<file path="config.mk">
export PLATFORM = sky130hd
export DESIGN_NAME = moving_average_n
export DESIGN_NICKNAME = d
export VERILOG_FILES = /design/src/rtl/moving_average_n.sv
export SDC_FILE = /design/constraint.sdc
export NUM_CORES = 1
export LEC_CHECK = 0
export CAP_MARGIN = 20
export CORE_UTILIZATION = 50
export CTS_CLUSTER_DIAMETER = 200
export DETAILED_ROUTE_END_ITERATION = 12
export GPL_ROUTABILITY_DRIVEN = 0
export GPL_TIMING_DRIVEN = 1
export PLACE_DENSITY_LB_ADDON = 0.25
export SLEW_MARGIN = 20
export SYNTH_ARGS = -nofsm -noshare
export SYNTH_HDL_FRONTEND = slang
export SYNTH_SLANG_ARGS = --single-unit
</file>
<file path="constraint.sdc">
create_clock -name clk -period 6.4 [get_ports clk]
set_clock_uncertainty 0.05 [all_clocks]
set_input_delay 1.92 -clock clk [delete_from_list [all_inputs] [get_ports clk]]
set_output_delay 1.92 -clock clk [all_outputs]
set_load 0.02 [all_outputs]
</file>
<file path="src/rtl/moving_average_n.sv">
// Run-time selectable boxcar average over N = 2^log2_len samples (running sum + ring buffer).
// Define MOVING_AVERAGE_N_ROUND_EN to round half toward +inf instead of flooring.
//
// state  | meaning
// -------+-----------------------------------------------
// S_FILL | fewer than N samples accepted since restart
// S_RUN  | window full, fill_cnt saturated at N
module moving_average_n #(
   parameter int DATA_WIDTH   = 16,
   parameter int LOG2_MAX_LEN = 5,
   parameter int LEN_W        = 3
) (
   input  logic                         clk,
   input  logic                         aresetn,
   input  logic                         ce,
   input  logic                         clr,
   input  logic [LEN_W-1:0]             log2_len,
   input  logic signed [DATA_WIDTH-1:0] din,
   output logic signed [DATA_WIDTH-1:0] dout,
   output logic                         dout_valid,
   output logic                         filled
);

   localparam int DEPTH = 1 << LOG2_MAX_LEN;
   localparam int SUM_W = DATA_WIDTH + LOG2_MAX_LEN;
   localparam int CNT_W = LOG2_MAX_LEN + 1;

   typedef enum logic {S_FILL, S_RUN} state_t;

   state_t                         state, state_next;
   logic signed [DATA_WIDTH-1:0]   ring [DEPTH];
   logic [LOG2_MAX_LEN-1:0]        wr_ptr, rd_idx;
   logic [CNT_W-1:0]               fill_cnt, fill_next, n_val;
   logic [LEN_W-1:0]               len_q, len_clamp;
   logic signed [SUM_W-1:0]        sum, sum_next, din_ext, oldest_ext;
   logic signed [DATA_WIDTH-1:0]   avg;
   logic                           restart, accept, at_full;

   assign len_clamp = (log2_len > LEN_W'(LOG2_MAX_LEN)) ? LEN_W'(LOG2_MAX_LEN) : log2_len;
   assign restart   = clr || (len_clamp != len_q);
   assign accept    = ce && !restart;
   assign n_val     = CNT_W'(1) << len_q;
   // For N = DEPTH the index wraps onto wr_ptr itself: the slot about to be overwritten.
   assign rd_idx    = wr_ptr - n_val[LOG2_MAX_LEN-1:0];
   assign din_ext   = {{LOG2_MAX_LEN{din[DATA_WIDTH-1]}}, din};

   always_comb begin
      oldest_ext = '0;
      if (state == S_RUN) begin
         oldest_ext = {{LOG2_MAX_LEN{ring[rd_idx][DATA_WIDTH-1]}}, ring[rd_idx]};
      end
   end

   assign sum_next = sum + din_ext - oldest_ext;

`ifdef MOVING_AVERAGE_N_ROUND_EN
   logic [SUM_W:0]        bias;
   logic signed [SUM_W:0] rnd_sum;
   assign bias    = ((SUM_W+1)'(1) << len_q) >> 1;
   assign rnd_sum = {sum_next[SUM_W-1], sum_next} + bias;
   assign avg     = DATA_WIDTH'(rnd_sum >>> len_q);
`else
   assign avg     = DATA_WIDTH'(sum_next >>> len_q);
`endif

   always_comb begin
      state_next = state;
      fill_next  = fill_cnt;
      if (restart) begin
         state_next = S_FILL;
      end else if (accept && state == S_FILL) begin
         fill_next = fill_cnt + 1'b1;
         if (fill_next == n_val) begin
            state_next = S_RUN;
         end
      end
   end

   assign at_full = (fill_next == n_val);

   always_ff @(posedge clk or negedge aresetn) begin
      if (!aresetn) begin
         state      <= S_FILL;
         sum        <= '0;
         wr_ptr     <= '0;
         fill_cnt   <= '0;
         len_q      <= '0;
         dout       <= '0;
         dout_valid <= 1'b0;
         filled     <= 1'b0;
      end else begin
         state <= state_next;
         if (restart) begin
            sum        <= '0;
            fill_cnt   <= '0;
            len_q      <= len_clamp;
            dout_valid <= 1'b0;
            filled     <= 1'b0;
         end else if (accept) begin
            sum        <= sum_next;
            fill_cnt   <= fill_next;
            wr_ptr     <= wr_ptr + 1'b1;
            dout       <= avg;
            dout_valid <= at_full;
            filled     <= at_full;
         end else begin
            dout_valid <= 1'b0;
         end
      end
   end

   // Sample storage carries no reset; stale slots are never read while filling.
   always_ff @(posedge clk) begin
      if (accept) begin
         ring[wr_ptr] <= din;
      end
   end

endmodule

</file>
==> results.toml <==
[timing]
hold_viol = 0
tightest_slew_ns = 0.987
setup_ws_ns = 0.248
fin_crit_ns = 6.15
finalSetupViolCount = 0
fmax_ghz = 0.163
fin_setup_tns_ns = 0
period_share = 0.961
drv_slew = 0
slew_headroom = 0.339
rsz0062_at_grt = "no"

[die]
ios = 41
rows = 81
fp.dieW_um = 226
core-area_um2 = 49200
start_util = 0.510
fp.dieH_um = 226
die_area_um2 = 51000

[power]
p_total_uw = 12100
sw_frac_of_total = 0.326
p_int_uw = 8120
p_clk_frac = 0.284
power.density_nw_per_um2 = 413
pwr-share-comb = 0.371
power.switching_uw = 3930
seqPwrFrac = 0.345
vdd_ir_drop_max_uv = 270
power_leakage_uw = 0.0103

[yosys]
yosys_warnings = 0
yosysTopAreaCell = "edfxtp_1"
synth.cell_area_um2 = 25000
seq_area_frac_synth = 0.668
ys_top_cells_by_count = "edfxtp_1, mux4_2, nand2_1, nor2_1, inv_1"
syn_inst = 1534
synth_top_area_frac = 0.614
syn_nets = 1608
async_flop_share = 0.0954
synthFlopType = "edfxtp_1"
ys_ff_latch = 566
synth.area.top_cells = "edfxtp_1, mux4_2, dfrtp_1, mux2i_1, nand2_1"
yosysMostFrequentCell = "edfxtp_1"
synth.distinct_cells = 67
synth_edf_count = 512
syn_avg_cell_area_um2 = 16.3

[worst_setup_path]
worstPathArrival_ns = 6.66
required_ns = 6.90
crit_fanout = 49
max_stage_delay_ns = 1.01
endpoint_kind = "flip-flop"
crit_type = "reg2reg"
crit_chain = "buf_4 > nand2_1 > inv_1 > fa_4 > buf_12 > mux4_2 > mux2i_1 > nand2_1 > a32o_1 > fa_1 > inv_1 > ha_1 > a211o_1 > a211o_1 > a21boi_2 > xnor2_1 > mux2i_1 > and2_1 > a2111oi_1 > a211o_1"
crit_slowest_cell = "fa_4"
start_kind = "flip-flop"
critPathTopFamily = "compound AO/OA/AOI/OAI gates"
critPathMostFrequentCell = "a211o_1"
path_buf_inv = 4

[global_routing]
antenna_found_initial = 1
track_usage = 0.247
grt_pass1_wl_mm = 91.4
grt_overflow = 0
first_global_vias = 14396
grt_max_degree = 65

[placement]
dp_slack_ns = 0.188
port_buffers = 40
place_area_um2 = 27200
dp_hpwl_mm = 38.4
numPlacedInstances = 2300

[clock_network]
cts.sinks = 566
cts_htree_levels = 2
cts.path.max_buffers = 3
cts_root_buf = "clkbuf_16"
clk_latency_ns = 0.62
hold_buffers = 0
cts_tree = "done"
clk_pin_slew_ns = 0.06
cts_inserted_buffers = 57

[layout]
fillers = 3644
antenna_cells = 0
drive_above_1_share = 0.234
stdcell_count = 2411
syn_to_final_growth_pct = 16.6
num-nets-final = 1773
fin_area_um2 = 29200

[detailed_routing]
postRouteAntennaNets = 0
drc_errors = 0
wl_per_cell_um = 25.3
wl_mm = 61.1
viasPerCell = 5.93
vias = 14294
drt-pass1-iter-count = 5
first_iter_violations = 1484

[run]
cap_violations = 0

[status]
run_status = "complete, no violations"

[min_path]
min_path_type = "reg2reg"
-- sequential cells by signal, indices dropped and copies added, names as in the netlist --
signal and flops:
dout 16, fill_cnt 6, wr_ptr 5, state 1
ring 512, dout_valid 1, len_q 3, filled 1
sum 21
-- per-stage QoR --
| step | hold WS (ns) | utilization |
|---|---|---|
| floorplan | 0.434 | - |
| global placement | 0.406 | 0.553 |
| detailed placement | 0.420 | 0.553 |
| CTS | 0.434 | 0.592 |
| global route | 0.442 | 0.594 |
| finish | 0.431 | 0.594 |
-- power groups by stage --
stage          Sequential, uW  Clock [uW]  Combinational, uW
6_report                 4160        3420               4470
5_1_grt                  4170        3610               4750
4_1_cts                  4160        3470               4380
3_5_place_dp             4240           0               4350
3_3_place_gp             4230           0               4310
2_1_floorplan            4280           0               2620
-- worst paths after layout --
kind | to | startpoint | slack, ns | cells after the start
worst max-delay path | dout[8] | len_q[0] | 0.25 | 20
worst min-delay path | dout[6] | dout[6] | 0.43 | 1
worst max register to register | dout[8] | len_q[0] | 0.25 | 20
worst min register to register | dout[6] | dout[6] | 0.43 | 1
max in group asynchronous | len_q[2] | aresetn | 4.38 | 2
min in group asynchronous | sum[19] | aresetn | 1.38 | 2
-- layer usage --
layer,vias up,share of wire,global-route usage
met2,601,0.47,0.388
met1,7335,0.42,0.348
met4,2,0.034,0.0867
li1,6246,-,-
met3,110,0.072,0.0461
met5,-,0.00028,0
-- worst reg2reg max path: cells and delay by family, from the launching register on --
| family | cells | cell delay (ns) |
|---|---|---|
| fa+ha+maj | 3 | 1.73 |
| compound gates | 6 | 1.80 |
| mux | 3 | 0.90 |
| xor+xnor | 1 | 0.21 |
| flops | 1 | 0.39 |
| buf+inv | 4 | 0.64 |
| simple gates | 3 | 0.37 |
-- cell families (layout without fill, tap and decap cells) --
kind of cell,Yosys count,in the layout,synth area share
adder cells (fa/ha/maj),51,51,0.0318
XOR/XNOR,50,50,0.0175
multiplexers,195,195,0.146
flip-flops,566,566,0.668
buffers and inverters,178,391,0.0304
AO/OA/AOI/OAI,190,190,0.0524
AND/OR/NAND/NOR,304,304,0.0539
-- what timing repair did --
item | in CTS | in global routing
endpoints found under the setup margin | 0 | 17
resized for setup | 0 | 18
setup buffers | 0 | 3
-- layout by cell type, fill, tap and decap left out, types with 10 or more instances in the layout --
cell type and n:
fa_1 20, a32o_1 15, xnor2_1 30, nor2_1 98, clkinv_2 11, nand2_1 121, clkdlybuf4s50_1 39, inv_1 91
mux2i_1 49, nand3_1 11, xor2_1 15, clkbuf_1 14, edfxtp_1 512, buf_12 11, a211oi_1 18, nor3_1 15
buf_4 137, mux4_2 136, clkbuf_16 60, clkinv_1 11, dfrtp_1 52, a21o_1 10, o21ai_0 21, and2_1 19
a31oi_1 19, ha_1 30, a21oi_1 52
-- area by class of cell --
class,instances,area [um2],area share
Timing Repair Buffer,190,1700,0.0581
Tap cell,664,831,0.0284
Multi-Input combinational cell,790,7680,0.263
Clock inverter,33,375,0.0129
Clock buffer,74,1540,0.0528
Sequential cell,566,16700,0.573
Inverter,94,353,0.0121
Note: power is estimated with default switching activity, not from simulation.
